[config.mk]
export PLATFORM = sky130hd
export DESIGN_NAME = acc_dump
export DESIGN_NICKNAME = d
export VERILOG_FILES = /design/src/rtl/acc_dump.sv
export SDC_FILE = /design/constraint.sdc
export NUM_CORES = 1
export LEC_CHECK = 0
export CORE_MARGIN = 2
export CORE_UTILIZATION = 56
export CTS_CLUSTER_DIAMETER = 150
export CTS_CLUSTER_SIZE = 28
export DETAILED_ROUTE_END_ITERATION = 8
export HOLD_SLACK_MARGIN = 0.08
export PLACE_DENSITY = 0.86
export SYNTH_ARGS = -nofsm -noshare
export SYNTH_HDL_FRONTEND = slang
export SYNTH_SLANG_ARGS = --single-unit
[constraint.sdc]
create_clock -name clk -period 9.73 [get_ports clk]
set_clock_uncertainty 0.05 [all_clocks]
set_input_delay 1.946 -clock clk [delete_from_list [all_inputs] [get_ports clk]]
set_output_delay 1.946 -clock clk [all_outputs]
set_load 0.005 [all_outputs]
[src/rtl/acc_dump.sv]
// Frame transmitter: snapshots the accumulator on start and feeds it to the UART
// as HEADER, payload bytes MSB first, then an 8-bit additive checksum of the payload.
module acc_dump #(
    parameter int          WIDTH  = 128,
    parameter logic [7:0]  HEADER = 8'hA5
) (
    input  logic             clk,
    input  logic             rst,
    input  logic             start,
    input  logic [WIDTH-1:0] big,
    input  logic             busy,
    output logic             transmit,
    output logic [7:0]       data_tx,
    output logic             active,
    output logic             done
);

    localparam int NBYTES = WIDTH / 8;
    localparam int IDXW   = $clog2(NBYTES + 2);
    localparam logic [IDXW-1:0] LAST_IDX = IDXW'(NBYTES + 1);

    typedef enum logic [2:0] {
        IDLE,
        SEND,
        WAIT_HI,
        WAIT_LO,
        DONE
    } state_t;

    state_t            state_q, state_d;
    logic [WIDTH-1:0]  snapshot_q, snapshot_d;
    logic [IDXW-1:0]   idx_q, idx_d;
    logic [7:0]        csum_q, csum_d;
    logic              transmit_q, transmit_d;
    logic [7:0]        data_tx_q, data_tx_d;
    logic [7:0]        cur_byte;
    logic              is_payload;

    // The snapshot is shifted left after each payload byte, so the next byte is always at the top.
    always_comb begin
        state_d    = state_q;
        snapshot_d = snapshot_q;
        idx_d      = idx_q;
        csum_d     = csum_q;
        transmit_d = 1'b0;
        data_tx_d  = data_tx_q;
        is_payload = (idx_q != '0) && (idx_q != LAST_IDX);
        cur_byte   = snapshot_q[WIDTH-1 -: 8];
        if (idx_q == '0) begin
            cur_byte = HEADER;
        end else if (idx_q == LAST_IDX) begin
            cur_byte = csum_q;
        end

        case (state_q)
            IDLE: begin
                if (start) begin
                    snapshot_d = big;
                    idx_d      = '0;
                    csum_d     = 8'h00;
                    state_d    = SEND;
                end
            end
            SEND: begin
                if (!busy) begin
                    transmit_d = 1'b1;
                    data_tx_d  = cur_byte;
                    state_d    = WAIT_HI;
                    if (is_payload) begin
                        csum_d     = csum_q + cur_byte;
                        snapshot_d = snapshot_q << 8;
                    end
                end
            end
            // Waiting for busy to rise first avoids mistaking the UART's pre-latency idle for completion.
            WAIT_HI: begin
                if (busy) begin
                    state_d = WAIT_LO;
                end
            end
            WAIT_LO: begin
                if (!busy) begin
                    if (idx_q == LAST_IDX) begin
                        state_d = DONE;
                    end else begin
                        idx_d   = idx_q + IDXW'(1);
                        state_d = SEND;
                    end
                end
            end
            DONE: begin
                state_d = IDLE;
            end
            default: begin
                state_d = IDLE;
            end
        endcase
    end

    always_ff @(posedge clk or posedge rst) begin
        if (rst) begin
            state_q    <= IDLE;
            snapshot_q <= '0;
            idx_q      <= '0;
            csum_q     <= 8'h00;
            transmit_q <= 1'b0;
            data_tx_q  <= 8'h00;
        end else begin
            state_q    <= state_d;
            snapshot_q <= snapshot_d;
            idx_q      <= idx_d;
            csum_q     <= csum_d;
            transmit_q <= transmit_d;
            data_tx_q  <= data_tx_d;
        end
    end

    assign transmit = transmit_q;
    assign data_tx  = data_tx_q;
    assign active   = (state_q == SEND) || (state_q == WAIT_HI) || (state_q == WAIT_LO);
    assign done     = (state_q == DONE);

endmodule

=== Word level (Yosys, flattened, before mapping) ===
Index checks and enable logic that the tools add are counted.

* Add/subtract/negate cells: 2
* Equal/unequal tests: 12
* Mux-type cells: 22
* Bitwise gates (word level): 1
* Reduce and logical (&&, ||, !) cells: 12

{| class="wikitable"
|+ Operators with widths
! cell !! number
|-
| $mux 128 || 3
|-
| $pmux 128 s2 || 1
|-
| $mux 8 || 5
|-
| $pmux 8 s2 || 1
|-
| $mux 3 || 5
|-
| $mux 5 || 3
|-
| $ne 2x2->1 const B || 6
|-
| $pmux 3 s4 || 1
|-
| $reduce_and 4->1 || 3
|-
| $pmux 5 s2 || 1
|-
| $add 8x8->8 || 1
|-
| $eq 3x2->1 const B || 2
|-
| $add 5x1->5 const B || 1
|-
| $eq 5x5->1 const B || 1
|-
| $logic_not 5->1 || 1
|-
| $ne 5x5->1 const B || 1
|-
| $reduce_bool 5->1 || 1
|-
| $reduce_bool 2->1 || 2
|-
| $eq 3x1->1 const B || 1
|-
| $eq 3x3->1 const B || 1
|-
| $logic_not 3->1 || 1
|-
| $logic_or 1x1->1 || 2
|-
| $mux 1 || 2
|-
| $reduce_and 2->1 || 1
|-
| 2 further kinds || 2
|}

* Register bits: 153
* Output and inout bits: 11
* Word-level logic and storage cells: 55

=== Depth between registers and ports, before layout ===
* Depth after elaboration: 7
* Gate-level depth with buffers: 13
* Gate-level depth less buffers: 13

=== Worst setup path before layout ===
No wires, ideal clock.

* Path type: input port to flip-flop
* Start point: in busy
* End point: reg snapshot_q[10]
* Setup time: 0.132 ns
* Arrival: 3.188 ns
* Slack: 6.360 ns
* Stages on the path: 9
* Cells stage by stage: and2b_1 o31ai_1 a211o_1 buf_6 buf_6 buf_6 buf_6 nand2_1 o21ai_1

* Word-level cells in the longest chain between the ends: 2

{| class="wikitable"
|+ Ends and longest elaborated chain
! item !! RTL line !! RTL
|-
| start: declaration || 11 || <nowiki>input logic busy,</nowiki>
|-
| $ne 2x2->1 (no source line) || n/a ||
|-
| $reduce_and 4->1 (no source line) || n/a ||
|-
| end signal: assignment || 110 || <nowiki>snapshot_q <= snapshot_d;</nowiki>
|-
| end: declaration || 31 || <nowiki>logic [WIDTH-1:0] snapshot_q, snapshot_d;</nowiki>
|}

Every way passes these cells.
A chain may end at the register's enable or synchronous reset.

=== Worst setup path in the final report ===
* Start point: in busy
* End point: reg snapshot_q[80]

The elaborated chain is that of the path after synthesis.

==> impl_metrics.ini <==
[status]
outcome = finished, final reports clean

[grt]
grtUsageTotal_pct = 24.5
top_usage_layer = met2
grt_pass1_vias = 5699
use_met1_pct = 30.2
grt_pass1_wl_um = 27200
antenna_found_initial = 0
use_met2_pct = 40.4
met3_usage_pct = 6.98
gr-total-overflow = 0
grt_max_degree = 139

[cells_and_area]
final_core_util_pct = 73.6
drive_above_1_share_pct = 5.86
layout.nets = 949
antenna_cells = 0
areaGrowthSynthToFinish_pct = 28.1

[clocking]
postCtsSetupBuffers = 0
cts.clk_slew.worst_paths_ns = 0.06
cts_root_buf = clkbuf_16
cts_hold_buf = 0
htree_num_levels = 4
clk_path_buf_depth = 2
numCtsBuffers = 17
cts_resized = 0
clkLatencyLatePin_ns = 0.41
clkSinkCount = 153
cts_tree = built

[synth]
ys_seq_area_share_pct = 52.6
synthDistinctLibCells = 39
synth_fp_nets = 831
yosysWarningCount = 0
syn-mean-instance-area_um2 = 10.6
synth_area_um2 = 7280
synth-seq-cells = 153
syn_inst = 688

[die]
fp-row-count = 41
start_util_pct = 57.5
coreArea_um2 = 12700
die_width_um = 118
chipHeight_um = 118
io_pins = 143
die-area_um2 = 13900

[drt]
wire_per_inst_um = 16.4
vias_per_cell = 5.50
routed_wl_um = 16300
drt_pass1_iterations = 4
drc_errors = 0
num_vias = 5450
drtIter0Drc = 307
drtAntennaViolNets = 0

[critical_path]
cp-end-kind = flop
rr_startpoint = idx_q[1]
crit_fanout = 138
crit_start = busy
cp_data_required_time_ns = 9.91
start_kind = input pin
critPathKind = in -> reg
arrival_ns = 5.07

[sta]
worst_pin_slew_ns = 1.20
fin_setup_tns_ns = 0
rsz0062_at_grt = false
setup_violations = 0
period_minus_slack_ns = 4.89
fmax_mhz = 204
hold_viol = 0
drv_slew = 0
worst_hold_slack_ns = 0.432
period_share_pct = 50.3
slew_headroom_pct = 19.7

[power]
sequentialPowerShare_pct = 37.7
combPwrFrac_pct = 38.4
netSwitchingPower_w = 0.00103
leakage_nw = 4.19
intPower_w = 0.00187
ir_worst_vdd_mv = 0.160
power.share.clock_pct = 23.9
pwr_density_cell_nw_per_um2 = 311
sw_frac_of_total_pct = 35.5

[hold_path]
hold_start = snapshot_q[81]
min_path_type = reg -> reg

[placed_design]
gp_congestion = 0.819
place_hpwl_um = 11100
portBuffers = 142

[flow_run]
max_cap_viol_count = 0
-- power by group through the flow --
stage	logic [W]	registers [W]	clock network, W
after global routing	0.00125	0.00112	0.000727
after global placement	0.00105	0.00108	0
after detailed placement	0.00111	0.00110	0
after floorplan	0.000906	0.00104	0
final	0.00111	0.00109	0.000691
after CTS	0.00112	0.00109	0.000700
-- registers in the layout, summed over array words and instances (netlist names) --
signal,cells
data_tx,8
snapshot_q,128
state_q,3
transmit,1
idx_q,5
csum_q,8
-- kinds of logic after synthesis --
kind of cell    share of synthesized area (%)
xor+xnor                                 1.08
flops                                    52.6
fa+ha+maj                                1.99
mux                                      17.9
compound gates                           12.8
simple gates                             9.71
buf+inv                                  3.92
-- routing by layer --
layer	share of wire, %	wire, um
met1	43	6980
met2	49	7910
met3	6.2	1010
met4	2.3	382
met5	0	0
-- area by class of cell --
cell class                 count  area [um^2]
timing repair buffer         146         1450
clock inverter                13          174
tap                          172          215
multi-input combinational    483         3180
fill                         907         3350
inverter                       5         23.8
sequential                   153         3830
clock buffer                  19          453
-- worst paths after layout --
| path | endpoint | slack, ns | cells past startpoint |
|---|---|---|---|
| max reg2reg | snapshot_q[80] | 6.10 | 7 |
| min in group asynchronous | snapshot_q[73] | 1.98 | 2 |
| max in group asynchronous | idx_q[0] | 6.25 | 3 |
| max | snapshot_q[80] | 4.84 | 6 |
| min reg2reg | snapshot_q[81] | 0.43 | 2 |
| min | snapshot_q[81] | 0.43 | 2 |
-- stage by stage --
step	worst slack (ns)	area (um^2)	total power, W	cells
2_1_floorplan	3.61	7280	0.00194	688
3_3_place_gp	4.65	8700	0.00213	959
3_5_place_dp	4.51	8700	0.00220	959
4_1_cts	4.89	9330	0.00291	991
5_1_grt	4.58	9330	0.00310	991
6_report	4.84	9330	0.00290	991
-- cell usage in the layout, fill, tap and decap left out, types with 2 or more instances in the layout --
| cell | instances |
|---|---|
| dfrtp_1 | 153 |
| clkdlybuf4s50_1 | 142 |
| nand2_1 | 140 |
| mux2i_1 | 122 |
| o21ai_0 | 84 |
| o21ai_1 | 40 |
| clkbuf_16 | 17 |
| a22o_1 | 16 |
| a21oi_1 | 11 |
| ha_1 | 10 |
| nor2_1 | 7 |
| mux2_2 | 7 |
| xnor2_1 | 6 |
| clkinv_2 | 6 |
| a21o_1 | 4 |
| nand3b_1 | 4 |
| nor3_1 | 4 |
| inv_1 | 4 |
| bufinv_16 | 4 |
| buf_4 | 4 |
| xor2_1 | 3 |
| o31ai_1 | 2 |
| a32oi_1 | 2 |
| nor4b_2 | 2 |
| nand3_1 | 2 |
| inv_6 | 2 |
| clkbuf_8 | 2 |
| clkinvlp_4 | 2 |
-- cells in the mapped netlist --
| cell type | number | area [um^2] |
|---|---|---|
| nand4bb_1 | 1 | 11.3 |
| or2_1 | 1 | 6.26 |
| buf_6 | 8 | 90.1 |
| mux2i_1 | 122 | 1220 |
| nor4_1 | 1 | 6.26 |
| xnor2_1 | 6 | 52.6 |
| nor2b_1 | 1 | 6.26 |
| o21bai_1 | 1 | 7.51 |
| nor4b_2 | 2 | 30.0 |
| nand3_1 | 2 | 10.0 |
| a31oi_1 | 1 | 6.26 |
| nand2_1 | 140 | 526 |
| nor2_1 | 7 | 26.3 |
| a21o_1 | 4 | 30.0 |
| buf_2 | 24 | 120 |
| mux2_2 | 7 | 78.8 |
| fa_1 | 1 | 20.0 |
| o211a_1 | 1 | 10.0 |
| a211oi_1 | 1 | 7.51 |
| a21oi_1 | 11 | 55.1 |
| o21ai_0 | 84 | 420 |
| clkbuf_1 | 15 | 56.3 |
| a32oi_1 | 2 | 17.5 |
| nand2b_1 | 1 | 6.26 |
| o21ai_1 | 40 | 200 |
| and2b_1 | 1 | 7.51 |
| nor3b_1 | 2 | 15.0 |
| a22o_1 | 16 | 140 |
| nand3b_1 | 4 | 30.0 |
| dfrtp_1 | 153 | 3830 |
| xor2_1 | 3 | 26.3 |
| a22oi_1 | 1 | 7.51 |
| ha_1 | 10 | 125 |
| o31ai_1 | 2 | 15.0 |
| inv_1 | 5 | 18.8 |
| o31a_1 | 1 | 8.76 |
| a211o_1 | 1 | 8.76 |
| and2_1 | 1 | 6.26 |
| nor3_1 | 4 | 20.0 |
-- critical path, cell delays in order --
cell and delay (ns):
clkdlybuf4s50_1 0.55, and2b_1 0.25, o31ai_1 0.11, a211o_4 0.98, buf_4 0.88, o21ai_0 0.29
Power figures use the tool's default switching activity.
